### src/rtl/x1_ioctl_upload.sv
// HPS upload responder for the X1 core: answers ioctl_rd with a byte read from
// RAM, VRAM, PCG or GRAM through each memory's spare dpram port.
module x1_ioctl_upload #(
  parameter int RD_LAT = 1
) (
  input  logic        clk_sys,
  input  logic        reset_n,
  input  logic        ioctl_upload,
  input  logic [7:0]  ioctl_index,
  input  logic        ioctl_rd,
  input  logic [24:0] ioctl_addr,
  output logic [7:0]  ioctl_din,
  output logic        ioctl_wait,
  output logic [15:0] mem_addr,
  output logic [3:0]  mem_sel,
  output logic        mem_rd,
  input  logic [7:0]  mem_q_ram,
  input  logic [7:0]  mem_q_vram,
  input  logic [7:0]  mem_q_pcg,
  input  logic [7:0]  mem_q_gram,
  output logic [24:0] byte_count
);

  typedef enum logic [1:0] {
    S_IDLE  = 2'd0,
    S_ISSUE = 2'd1,
    S_LAT   = 2'd2,
    S_DONE  = 2'd3
  } state_t;

  localparam logic [1:0] LAT_INIT = 2'(RD_LAT - 1);

  // One-hot region select, all-zero when index or address is out of range.
  function automatic logic [3:0] region_sel(input logic [7:0] idx, input logic [24:0] addr);
    logic [3:0] sel;
    case (idx)
      8'h10:   sel = (addr < 25'h0010000) ? 4'b0001 : 4'b0000;
      8'h11:   sel = (addr < 25'h0001000) ? 4'b0010 : 4'b0000;
      8'h12:   sel = (addr < 25'h0001800) ? 4'b0100 : 4'b0000;
      8'h13:   sel = (addr < 25'h000C000) ? 4'b1000 : 4'b0000;
      default: sel = 4'b0000;
    endcase
    return sel;
  endfunction

  function automatic logic [7:0] q_mux(input logic [3:0] sel, input logic [7:0] q_ram,
                                       input logic [7:0] q_vram, input logic [7:0] q_pcg,
                                       input logic [7:0] q_gram);
    logic [7:0] q;
    case (sel)
      4'b0001: q = q_ram;
      4'b0010: q = q_vram;
      4'b0100: q = q_pcg;
      4'b1000: q = q_gram;
      default: q = 8'hFF;
    endcase
    return q;
  endfunction

  state_t      state_q, state_d;
  logic [1:0]  cnt_q, cnt_d;
  logic [7:0]  din_q, din_d;
  logic        wait_q, wait_d;
  logic [15:0] addr_q, addr_d;
  logic [3:0]  sel_q, sel_d;
  logic        rd_q, rd_d;
  logic [24:0] count_q, count_d;
  logic        inv_q, inv_d;
  logic        upload_q;

  logic [3:0]  req_sel_s;
  logic        req_valid_s;
  logic        accept_s;
  logic        abort_s;
  logic        upload_rise_s;

  assign req_sel_s     = region_sel(ioctl_index, ioctl_addr);
  assign req_valid_s   = |req_sel_s;
  assign accept_s      = (state_q == S_IDLE) && ioctl_rd && ioctl_upload;
  assign abort_s       = (state_q != S_IDLE) && !ioctl_upload;
  assign upload_rise_s = ioctl_upload && !upload_q;

  always_ff @(posedge clk_sys) begin
    if (!reset_n) begin
      state_q  <= S_IDLE;
      cnt_q    <= 2'd0;
      din_q    <= 8'hFF;
      wait_q   <= 1'b0;
      addr_q   <= 16'h0000;
      sel_q    <= 4'b0000;
      rd_q     <= 1'b0;
      count_q  <= 25'd0;
      inv_q    <= 1'b0;
      upload_q <= 1'b0;
    end else begin
      state_q  <= state_d;
      cnt_q    <= cnt_d;
      din_q    <= din_d;
      wait_q   <= wait_d;
      addr_q   <= addr_d;
      sel_q    <= sel_d;
      rd_q     <= rd_d;
      count_q  <= count_d;
      inv_q    <= inv_d;
      upload_q <= ioctl_upload;
    end
  end

  always_comb begin
    state_d = state_q;
    if (abort_s) begin
      state_d = S_IDLE;
    end else begin
      case (state_q)
        S_IDLE:  state_d = accept_s ? (req_valid_s ? S_ISSUE : S_DONE) : S_IDLE;
        S_ISSUE: state_d = S_LAT;
        S_LAT:   state_d = (cnt_q == 2'd0) ? S_DONE : S_LAT;
        S_DONE:  state_d = S_IDLE;
        default: state_d = S_IDLE;
      endcase
    end
  end

  // Completion (data capture, wait drop, count) lands on the edge where wait falls:
  // LAT->DONE for a memory read, DONE->IDLE for a rejected request.
  always_comb begin
    cnt_d   = cnt_q;
    din_d   = din_q;
    wait_d  = wait_q;
    addr_d  = addr_q;
    sel_d   = sel_q;
    rd_d    = 1'b0;
    count_d = count_q;
    inv_d   = inv_q;
    if (abort_s) begin
      wait_d = 1'b0;
    end else begin
      case (state_q)
        S_IDLE: begin
          if (accept_s) begin
            wait_d = 1'b1;
            inv_d  = !req_valid_s;
            rd_d   = req_valid_s;
            addr_d = req_valid_s ? ioctl_addr[15:0] : addr_q;
            sel_d  = req_valid_s ? req_sel_s : sel_q;
          end else begin
            wait_d = 1'b0;
          end
        end
        S_ISSUE: cnt_d = LAT_INIT;
        S_LAT: begin
          if (cnt_q == 2'd0) begin
            din_d   = q_mux(sel_q, mem_q_ram, mem_q_vram, mem_q_pcg, mem_q_gram);
            wait_d  = 1'b0;
            count_d = count_q + 25'd1;
          end else begin
            cnt_d = cnt_q - 2'd1;
          end
        end
        S_DONE: begin
          if (inv_q) begin
            din_d   = 8'hFF;
            wait_d  = 1'b0;
            count_d = count_q + 25'd1;
            inv_d   = 1'b0;
          end else begin
            wait_d = 1'b0;
          end
        end
        default: wait_d = 1'b0;
      endcase
    end
    if (upload_rise_s) begin
      count_d = 25'd0;
    end else begin
      count_d = count_d;
    end
  end

  assign ioctl_din  = din_q;
  assign ioctl_wait = wait_q;
  assign mem_addr   = addr_q;
  assign mem_sel    = sel_q;
  assign mem_rd     = rd_q;
  assign byte_count = count_q;

endmodule

### config.mk
export PLATFORM = sky130hd
export DESIGN_NAME = x1_ioctl_upload
export DESIGN_NICKNAME = d
export VERILOG_FILES = /design/src/rtl/x1_ioctl_upload.sv
export SDC_FILE = /design/constraint.sdc
export NUM_CORES = 1
export LEC_CHECK = 0
export BUFFER_PORTS_ARGS = -buffer_cell sky130_fd_sc_hd__buf_4
export CELL_PAD_IN_SITES_DETAIL_PLACEMENT = 0
export CELL_PAD_IN_SITES_GLOBAL_PLACEMENT = 1
export CORE_UTILIZATION = 34
export CTS_CLUSTER_DIAMETER = 120
export DETAILED_ROUTE_END_ITERATION = 10
export PLACE_DENSITY_LB_ADDON = 0.1
export SYNTH_ARGS = -nofsm -noshare
export SYNTH_HDL_FRONTEND = slang
export SYNTH_SLANG_ARGS = --single-unit
### constraint.sdc
create_clock -name clk_sys -period 2.6 [get_ports clk_sys]
set_clock_uncertainty 0.2 [all_clocks]
set_input_delay 0.26 -clock clk_sys [delete_from_list [all_inputs] [get_ports clk_sys]]
set_output_delay 0.26 -clock clk_sys [all_outputs]
set_load 0.005 [all_outputs]
==> results.sh <==
export IMPL_drt_initial_drc_count=87
export IMPL_combinationalPowerShare=0.097
export IMPL_yosys_warnings=0
export IMPL_final_common_cell="buf_4"
export IMPL_cp_required_ns=2.62
export IMPL_fin_crit_sh=0.902
export IMPL_multi_input_area_um2=1650
export IMPL_r2r_cells=7
export IMPL_avgSynthCellArea_um2=8.55
export IMPL_grt_pass1_wl_mm=13.1
export IMPL_via_per_inst=5.00
export IMPL_drv_slew=0
export IMPL_finalSetupViolCount=0
export IMPL_grt_pass1_vias=2857
export IMPL_yosys_top_cells_area="dfxtp_1 (41%), mux2i_1 (6.0%), nand2_1 (5.8%)"
export IMPL_tns_ns=0
export IMPL_endpoint_kind="register"
export IMPL_n_antenna_cell=0
export IMPL_crit_type="in2reg"
export IMPL_tritoncts="built"
export IMPL_clk_pin_slew_ns=0.07
export IMPL_dr_pass1_iters=4
export IMPL_synthesis_nets=425
export IMPL_grt_max_degree=49
export IMPL_rrSetupSlack_ns=0.35
export IMPL_overflow=0
export IMPL_ys_seq_area_frac=0.407
export IMPL_worstPathArrival_ns=2.37
export IMPL_synthDistinctLibCells=47
export IMPL_wirelength_mm=7.90
export IMPL_min_to="mem_addr[12]"
export IMPL_grt_total_usage=0.184
export IMPL_relSlewSlack=0.298
export IMPL_synthArstFlopShare=0
export IMPL_rsz0062_at_grt="no"
export IMPL_regToRegEndpoint="byte_count[22]"
export IMPL_ant_nets=0
export IMPL_hp_class="in2reg"
export IMPL_synth_top_area_cell="dfxtp_1"
export IMPL_max_freq_ghz=0.426
export IMPL_area_delta_synth_final_pct=45.4
export IMPL_synthCells=351
export IMPL_coreArea_um2=8380
export IMPL_p_sw_frac=0.239
export IMPL_worst_setup_path_start_kind="primary input"
export IMPL_p_leak_uw=0.00178
export IMPL_cts_buffers_inserted=9
export IMPL_pwr_share_seq=0.481
export IMPL_seqCellArea_um2=1220
export IMPL_final_cell_mix="buf_4 (128), dfxtp_1 (61), nand2_1 (46)"
export IMPL_drcViolationCount=0
export IMPL_nets=557
export IMPL_hold_depth=3
export IMPL_vias=2965
export IMPL_synth_edf_count=0
export IMPL_fp_dieH_um=95.9
export IMPL_cts_num_sinks=61
export IMPL_cts_max_path_buffers=2
export IMPL_num_rows=33
export IMPL_clock_latency_ns=0.33
export IMPL_p_int_uw=1490
export IMPL_io_buffers=123
export IMPL_antenna_found_initial=0
export IMPL_status="complete, no violations"
export IMPL_post_place_cells=562
export IMPL_drive_above_1_share=0.314
export IMPL_hpwlAfterDp_mm=5.71
export IMPL_worstHoldStart="ioctl_addr[12]"
export IMPL_crit_reg2reg_launch="state_q[0]"
export IMPL_htree_levels=3
export IMPL_die_area_um2=9200
export IMPL_peakVddDrop_v=0.000308
export IMPL_layout_cells_non_filler=593
export IMPL_worst_pin_slew_ns=1.05
export IMPL_synth_area_um2=3000
export IMPL_synth_ff_type="dfxtp_1"
export IMPL_power_switching_uw=469
export IMPL_clock_tree_root_cell="clkbuf_8"
export IMPL_hold_viol_final=0
export IMPL_die_w_um=95.9
export IMPL_drv_cap=0
export IMPL_gp_congestion=0.779
export IMPL_p_per_area_nw_per_um2=450
export IMPL_pre_cts_slack_ns=0.369
export IMPL_io_pins=124
export IMPL_num_fill_cells=810
export IMPL_final_min_clock_period_ns=2.35
export IMPL_wire_per_inst_um=13.3
export IMPL_initial_core_util=0.358
export IMPL_yosys_register_bits=61
export IMPL_setup_slack_ns=0.254
export IMPL_clkPwrFrac=0.422
export IMPL_synth_top_area_share=0.407
export IMPL_cp_max_fo=2
==> through the flow <==
step	power (uW)	hold slack, ns	area [um^2]	util
floorplan	1040	0.195	3000	-
global placement	1140	0.242	4020	0.480
detailed placement	1140	0.250	4020	0.480
CTS	2000	0.0110	4360	0.520
global route	2060	0.0163	4360	0.520
finish	1960	0.0248	4360	0.520
==> worst max path at each step <==
| stage | startpoint | endpoint | slack (ns) | cells after the start |
|---|---|---|---|---|
| after floorplan | state_q[0] | byte_count[22] | 0.34 | 8 |
| after global placement | state_q[0] | byte_count[22] | 0.42 | 7 |
| after detailed placement | state_q[0] | byte_count[18] | 0.37 | 7 |
| after CTS | ioctl_addr[13] | mem_addr[0] | 0.27 | 8 |
| after global routing | ioctl_addr[13] | mem_addr[1] | 0.08 | 8 |
| final | ioctl_addr[13] | mem_sel[1] | 0.25 | 7 |
==> registers in the layout (all words and copies together) (netlist names) <==
name,flops
ioctl_din,8
byte_count,25
inv_q,1
state_q,2
cnt_q,2
mem_rd,1
ioctl_wait,1
mem_sel,4
upload_q,1
mem_addr,16
==> worst max-delay path, cell delays in order <==
cell	delay, ns
dlygate4sd3_1	0.53
buf_4	0.13
or4_1	0.54
a2111oi_0	0.56
a21oi_1	0.08
o21ai_0	0.17
a21oi_1	0.08
==> what timing repair did <==
action	CTS	global route
buffers inserted	0	0
hold buffers	15	0
resized for setup	0	0
endpoints found under the hold margin	15	0
==> logic make-up (layout without fill, tap and decap cells) <==
family | count (synthesis) | in the layout | share of synthesized area
AOI/OAI and AO/OA | 63 | 63 | 0.139
xor gates and xnor gates | 22 | 22 | 0.0642
adders and majority gates | 5 | 5 | 0.0209
buffers and inverters | 33 | 170 | 0.0467
DFF | 61 | 61 | 0.407
muxes | 19 | 19 | 0.0646
and+or+nand+nor | 148 | 148 | 0.257
==> layer usage <==
metal | track usage | vias up | part of all wire
met1 | 0.229 | 1372 | 0.46
met5 | 0 | - | 0
met3 | 0.0387 | 10 | 0.048
met2 | 0.309 | 73 | 0.47
met4 | 0.0746 | 0 | 0.017
li1 | - | 1510 | -
==> area by class of cell <==
class / count / share of cell area
Clock buffer: 11 / 0.0301
Inverter: 10 / 0.00861
Timing Repair Buffer: 144 / 0.259
Multi-Input combinational cell: 257 / 0.378
Tap cell: 105 / 0.0301
Clock inverter: 5 / 0.0138
Sequential cell: 61 / 0.280
==> synth_stat cells, drive strengths merged (3+ instances only) <==
cell     n
o21ai    9
inv     10
clkbuf  20
nor2    36
xor2    16
nand4   12
or2      3
o22ai   16
mux2i   19
nand2   46
and2     4
nand3   12
nor3     3
nor2b    6
xnor2    6
a22oi   15
a21oi   10
dfxtp   61
ha       5
or3      5
nor3b    4
buf      3
and4     4
nor4     4
==> power groups by stage <==
stage	registers, uW	logic [uW]	clock network (uW)
6_report	945	190	829
5_1_grt	945	210	901
4_1_cts	944	190	861
3_5_place_dp	966	172	0
3_3_place_gp	966	170	0
2_1_floorplan	965	73.0	0
No activity file was read; power rests on OpenSTA's default activity.
